===== config.mk =====
export PLATFORM = sky130hd
export DESIGN_NAME = special_op_sequencer
export DESIGN_NICKNAME = d
export VERILOG_FILES = /design/src/rtl/special_op_sequencer.sv
export SDC_FILE = /design/constraint.sdc
export NUM_CORES = 1
export LEC_CHECK = 0
export CORE_AREA = 2 2 39 41
export DETAILED_ROUTE_END_ITERATION = 8
export DIE_AREA = 0 0 41 43
export HOLD_SLACK_MARGIN = 0.03
export PLACE_DENSITY = 0.75
export SLEW_MARGIN = 5
export SYNTH_ARGS = -nofsm -noshare
export SYNTH_HDL_FRONTEND = slang
export SYNTH_SLANG_ARGS = --single-unit

===== constraint.sdc =====
create_clock -name clk -period 1.62 [get_ports clk]
set_clock_uncertainty 0.1 [all_clocks]
set_input_delay 0.324 -clock clk [delete_from_list [all_inputs] [get_ports clk]]
set_output_delay 0.324 -clock clk [all_outputs]
set_load 0.01 [all_outputs]

===== src/rtl/special_op_sequencer.sv =====
// Injects the multi-cycle special opcodes for interrupt entry and RET/RTI completion.
// Optional build macro INT_QUEUE_EN turns the pending flag into a saturating 2-bit request counter.
module special_op_sequencer #(
    parameter int N         = 5,
    parameter int DRAIN_MAX = 1
) (
    input  logic         clk,
    input  logic         reset,
    input  logic         int_req,
    input  logic         one_more_fetch,
    input  logic         fetch_valid,
    input  logic         stall_in,
    input  logic [N-1:0] decoded_op,
    output logic         inject_valid,
    output logic [N-1:0] inject_op,
    output logic         fetch_hold,
    output logic         busy,
    output logic         int_ack,
    output logic         int_pending
);

    localparam int CW = (DRAIN_MAX < 2) ? 1 : $clog2(DRAIN_MAX + 1);

    localparam logic [N-1:0] OP_PUSH_PC_LOW  = N'(5'b10101);
    localparam logic [N-1:0] OP_PUSH_PC_HIGH = N'(5'b10110);
    localparam logic [N-1:0] OP_PUSH_FLAGS   = N'(5'b11111);
    localparam logic [N-1:0] OP_POP_PC_LOW   = N'(5'b10111);
    localparam logic [N-1:0] OP_POP_FLAGS    = N'(5'b01111);
    localparam logic [N-1:0] OP_RET          = N'(5'b11101);
    localparam logic [N-1:0] OP_RTI          = N'(5'b11110);

    typedef enum logic [2:0] {
        S_IDLE,
        S_DRAIN,
        S_PUSH_PC_LOW,
        S_PUSH_PC_HIGH,
        S_PUSH_FLAGS,
        S_POP_PC_LOW,
        S_POP_FLAGS
    } state_t;

    state_t          state_q, state_d;
    logic [CW-1:0]   drain_cnt_q, drain_cnt_d;
    logic            rti_flag_q, rti_flag_d;
    logic            int_ack_q, int_ack_d;
    logic            int_req_q;
    logic            entry_done;
    logic            has_pending;
    logic            rise;

`ifdef INT_QUEUE_EN
    logic [1:0]      pend_q, pend_d;
    assign has_pending = (pend_q != 2'd0);
`else
    logic            pend_q, pend_d;
    assign has_pending = pend_q;
`endif

    assign rise = int_req & ~int_req_q;

    always_comb begin
        state_d      = state_q;
        drain_cnt_d  = drain_cnt_q;
        rti_flag_d   = rti_flag_q;
        int_ack_d    = int_ack_q;
        entry_done   = 1'b0;
        inject_valid = 1'b0;
        inject_op    = '0;
        fetch_hold   = 1'b0;

        case (state_q)
            S_PUSH_PC_LOW:  inject_op = OP_PUSH_PC_LOW;
            S_PUSH_PC_HIGH: inject_op = OP_PUSH_PC_HIGH;
            S_PUSH_FLAGS:   inject_op = OP_PUSH_FLAGS;
            S_POP_PC_LOW:   inject_op = OP_POP_PC_LOW;
            S_POP_FLAGS:    inject_op = OP_POP_FLAGS;
            default:        inject_op = '0;
        endcase
        if (state_q != S_IDLE && state_q != S_DRAIN) begin
            inject_valid = 1'b1;
            fetch_hold   = 1'b1;
        end

        // A stall freezes the FSM, the drain counter and the ack pulse.
        if (!stall_in) begin
            int_ack_d = 1'b0;
            case (state_q)
                S_IDLE: begin
                    if (decoded_op == OP_RET) begin
                        state_d    = S_POP_PC_LOW;
                        rti_flag_d = 1'b0;
                    end else if (decoded_op == OP_RTI) begin
                        state_d    = S_POP_PC_LOW;
                        rti_flag_d = 1'b1;
                    end else if (has_pending && one_more_fetch) begin
                        state_d     = S_DRAIN;
                        drain_cnt_d = CW'(DRAIN_MAX);
                    end else if (has_pending) begin
                        state_d = S_PUSH_PC_LOW;
                    end
                end
                S_DRAIN: begin
                    if (fetch_valid) begin
                        if (drain_cnt_q <= CW'(1)) begin
                            drain_cnt_d = '0;
                            state_d     = S_PUSH_PC_LOW;
                        end else begin
                            drain_cnt_d = drain_cnt_q - CW'(1);
                        end
                    end
                end
                S_PUSH_PC_LOW:  state_d = S_PUSH_PC_HIGH;
                S_PUSH_PC_HIGH: state_d = S_PUSH_FLAGS;
                S_PUSH_FLAGS: begin
                    state_d    = S_IDLE;
                    entry_done = 1'b1;
                    int_ack_d  = 1'b1;
                end
                S_POP_PC_LOW:   state_d = rti_flag_q ? S_POP_FLAGS : S_IDLE;
                S_POP_FLAGS:    state_d = S_IDLE;
                default:        state_d = S_IDLE;
            endcase
        end
    end

    // A rise landing on the completion edge keeps the request alive.
    always_comb begin
`ifdef INT_QUEUE_EN
        pend_d = pend_q;
        case ({rise, entry_done})
            2'b10:   if (pend_q != 2'd3) pend_d = pend_q + 2'd1;
            2'b01:   pend_d = pend_q - 2'd1;
            default: pend_d = pend_q;
        endcase
`else
        pend_d = rise | (pend_q & ~entry_done);
`endif
    end

    always_ff @(posedge clk) begin
        if (reset) begin
            state_q     <= S_IDLE;
            drain_cnt_q <= '0;
            rti_flag_q  <= 1'b0;
            int_ack_q   <= 1'b0;
            int_req_q   <= 1'b0;
            pend_q      <= '0;
        end else begin
            state_q     <= state_d;
            drain_cnt_q <= drain_cnt_d;
            rti_flag_q  <= rti_flag_d;
            int_ack_q   <= int_ack_d;
            int_req_q   <= int_req;
            pend_q      <= pend_d;
        end
    end

    assign busy        = (state_q != S_IDLE);
    assign int_ack     = int_ack_q;
    assign int_pending = has_pending;

endmodule


Yosys cells after proc, flatten, opt, wreduce, memory -nomap -nowiden
Cells that the tools add are included.
{ "classes": {"n_addsub": 1, "magnitude_cmp": 1, "eq_ne": 15, "muxes": 20, "bitwise": 6, "reduce_logical": 9} }
{ "ops": {"columns": ["op", "count"], "rows": [
  ["$pmux 5 s5", 1],
  ["$mux 3", 7],
  ["$pmux 3 s5", 1],
  ["$eq 5x5->1 const B", 2],
  ["$mux 1", 10],
  ["$ne 2x2->1 const B", 5],
  ["$eq 3x3->1 const B", 3],
  ["$eq 3x2->1 const B", 2],
  ["$reduce_and 6->1", 1],
  ["$ne 5x5->1 const B", 1],
  ["$reduce_and 4->1", 1],
  ["$reduce_bool 2->1", 2],
  ["$eq 3x1->1 const B", 1],
  ["$logic_not 3->1", 1],
  ["$ne 3x1->1 const B", 1],
  ["$not 1->1", 3],
  ["$reduce_and 3->1", 1],
  ["$reduce_bool 3->1", 1],
  ["$and 1x1->1", 2],
  ["$logic_and 1x1->1", 2],
  ["$pmux 1 s2", 1],
  ["$le 1x1->1 const B", 1],
  ["$or 1x1->1", 1],
  ["$sub 1x1->1 const B", 1]
]} }
{ "word_totals": {"regBits": 8, "input_bits": 11} }

Longest topological paths before layout
{ "logic_depth": {"depth_word": 6, "mapped_depth": 5, "depth_no_buf": 4} }

Worst setup path after synthesis
Ideal clock, no wire load.
{ "synth_timing": {"kind": "register -> output", "from": "register state_q[1]", "to": "output port inject_op[2]", "t_arrival_ns": 0.930, "t_required_ns": 1.196, "path_slack_ns": 0.266, "stages_incl_launch_ff": 4, "cell_sequence": "dfxtp_1 buf_2 nand2_1 mux2_1"} }
{ "synth_between": {"elab_chain_len": 2, "word_cells_on_any_way": 6, "classes_between": "5 x eq/ne; 1 x mux"} }
{ "synth_rtl": {"columns": ["item", "line_no", "text"], "rows": [
  ["from (decl)", "42", "state_t state_q, state_d;"],
  ["from (signal assigned)", "149", "state_q <= state_d;"],
  ["$eq 3x3->1 or $eq 3x2->1 (tied branches)", "71", "case (state_q)"],
  ["$pmux 5 s5 (*)", "71", null],
  ["to (decl)", "15", "output logic [N-1:0] inject_op,"]
]} }
Mark *: on every way between the ends. The rest lies on a longest branch, timed or not.

Worst setup path in the final report
Same ends and word-level chain as after synthesis.

==> results.json <==
{
  "status": "finished, final reports clean",
  "first_pass_iters": 4,
  "yosysWarnings": 0,
  "synth_top_area_share": 0.3146,
  "diodes": 0,
  "p_per_area_nw_per_um2": 699.6,
  "final_nets": 102,
  "postCtsSetupBuffers": 0,
  "syn_area_per_cell_um2": 7.680,
  "min_to": "int_ack",
  "wl_mm": 1.172,
  "initial_core_util": 0.3219,
  "stdcell_count": 106,
  "ys_types": 30,
  "cts.sinks": 7,
  "grt_first_pass_wirelength_mm": 1.828,
  "die_h_um": 43,
  "grt_max_degree": 10,
  "synth_top_area_cell": "dfxtp_1",
  "ctsRootBufferMaster": "clkbuf_4",
  "grt_usage": 0.1467,
  "fmax_ghz": 0.6296,
  "wl_per_cell_um": 11.06,
  "dp_hpwl_um": 911.8,
  "viasPerCell": 4.906,
  "crit_start": "state_q[1]",
  "dp_cells": 102,
  "start_kind": "flip-flop",
  "dieArea_um2": 1763,
  "drt_iter0_drc": 12,
  "yosys-top-cells-area": "dfxtp_1 31%, nor2_1 5.9%, nor2b_1 5.6%",
  "holdCritPathClass": "flip-flop to flip-flop",
  "syn_nets": 69,
  "maxCapViolations": 0,
  "drcViolationCount": 0,
  "io_pins": 21,
  "vias": 520,
  "synthesis.instances": 58,
  "clk_pin_slew_ns": 0.06,
  "yosysSeqAreaShare": 0.3146,
  "clk-insertion-delay-late_ns": 0.25,
  "pwr-share-clk": 0.308,
  "maxSlewViolCount": 0,
  "numCtsBuffers": 3,
  "final_hold_viol_count": 0,
  "whs_ns": 0.3616,
  "grt_pass1_vias": 468,
  "ant_nets": 0,
  "p_sw_uw": 151.3,
  "core_um2": 1384,
  "r2r_start": "state_q[1]",
  "arrival_ns": 1.16,
  "end_kind": "primary output",
  "hp-start": "int_ack",
  "seqPwrFrac": 0.367,
  "rr_endpoint": "int_pending",
  "cts_tree": "done",
  "die_w_um": 41,
  "swShare": 0.2904,
  "p_leak_uw": 0.0003388,
  "intPower_uw": 369.6,
  "setup_viol": 0,
  "synthesis.area_um2": 445.4,
  "period_share": 0.9805,
  "ir_drop_uv": 407.2,
  "htree_levels": 1,
  "cts_buffer_depth": 2,
  "layout-drive-gt1-share": 0.3000,
  "overflow": 0,
  "rsz0062_at_grt": "true",
  "port_buffers": 20,
  "cp_data_required_time_ns": 1.20,
  "tightest_slew_ns": 0.2477,
  "comb_power_share": 0.325,
  "rows": 14,
  "area_growth_pct": 67.13,
  "crit_fanout": 6,
  "place_congestion": 0.8197,
  "post-route-min-period_ns": 1.588,
  "r2r_setup_slack_ns": 0.19,
  "ys_ff_latch": 7,
  "rr_worst_depth": 5,
  "hold_depth": 2,
  "worstSetupPathType": "flip-flop to primary output",
  "relSlewSlack": 0.8342,
  "antenna_found_initial": 0,
  "fill_cells": 145
}
-- cells in the mapped netlist (all sizes together) --
cell	n
dfxtp	7
nor2	7
nand2	6
o21ai	6
buf	4
nor2b	4
nor3	4
a21oi	2
inv	2
or3	2
xnor2	2
a211oi	1
a21boi	1
a311oi	1
a31oi	1
a41o	1
mux2	1
nand2b	1
nand3	1
o21bai	1
o22ai	1
or2	1
xor2	1
-- worst max-delay path by stage --
| stage | to | slack [ns] | depth (start not counted) |
|---|---|---|---|
| after CTS | inject_op[2] | -0.12 | 3 |
| after detailed placement | inject_op[2] | -0.11 | 2 |
| after floorplan | inject_op[2] | 0.27 | 3 |
| after global routing | inject_op[2] | -0.02 | 3 |
| final | inject_op[2] | 0.03 | 3 |
| after global placement | inject_op[2] | -0.08 | 2 |
-- power groups by stage --
stage / logic (µW) / clock network [µW] / registers (µW)
6_report: 169 / 160 / 191
5_1_grt: 183 / 171 / 193
2_1_floorplan: 86.7 / 0 / 191
4_1_cts: 172 / 167 / 191
3_5_place_dp: 187 / 0 / 195
3_3_place_gp: 186 / 0 / 194
-- registers in the layout, summed over array words and instances (netlist names) --
name,count
int_req_q,1
int_pending,1
rti_flag_q,1
state_q,3
int_ack,1
-- cell usage in the layout (no fill, tap or decap), types with 2 or more instances in the layout --
cell and count:
a21oi_1 2, buf_2 3, buf_4 12, clkbuf_4 3, clkdlybuf4s15_1 3, clkdlybuf4s50_1 11
dfxtp_1 4, dfxtp_4 2, nand2_1 6, nor2_1 7, nor2b_1 4, nor3_1 3
o21ai_1 4, xnor2_1 2
-- through the flow --
stage	cell area (µm²)	total power, µW	TNS, ns	setup WS, ns	utilization
2_1_floorplan	445.4	277.4	0	0.2657	-
3_3_place_gp	726.9	380.4	-0.2827	-0.08236	0.5253
3_5_place_dp	726.9	381.8	-0.4028	-0.1092	0.5253
4_1_cts	745.7	530.2	-0.1152	-0.1152	0.5389
5_1_grt	744.5	547.6	-0.01551	-0.01551	0.5380
6_report	744.5	520.8	0	0.03162	0.5380
-- timing repair --
action	4_1_cts	5_1_grt
endpoints found under the hold margin	0	0
gates resized for setup	20	8
setup endpoints to repair	8	6
hold buffers	0	0
-- metal layers --
layer,share of wire,wire (µm),GRT usage,up-vias
li1,-,-,-,266
met1,0.40,467,0.1710,235
met2,0.53,621,0.2438,19
met3,0.072,84,0.03141,0
met4,0,0,0.06000,0
met5,0,0,0,-
-- cells by family (layout without fill, tap and decap cells) --
group                  Yosys count  after routing  synth area share
flip-flops                       7              7            0.3146
AO/OA/AOI/OAI                   15             15            0.2191
multiplexers                     1              1           0.02528
XOR/XNOR                         3              3           0.05900
AND/OR/NAND/NOR                 26             26            0.3006
buffers and inverters            6             38           0.08145
-- critical path: stages, from the launching register on --
cell and delay (ns):
dfxtp_4 0.36, buf_4 0.15, mux2_1 0.28, clkbuf_2 0.13
-- area by class of cell --
cell class | count | area [µm²] | share of cell area
inverters | 2 | 7.507 | 0.01008
well taps | 16 | 20.02 | 0.02689
clock buffers | 3 | 22.52 | 0.03025
flip-flops and latches | 7 | 148.9 | 0.2000
repair buffers | 32 | 271.5 | 0.3647
clock inverters | 1 | 5.005 | 0.006723
multi-input cells | 45 | 269.0 | 0.3613
Note: power is estimated with default switching activity, not from simulation.
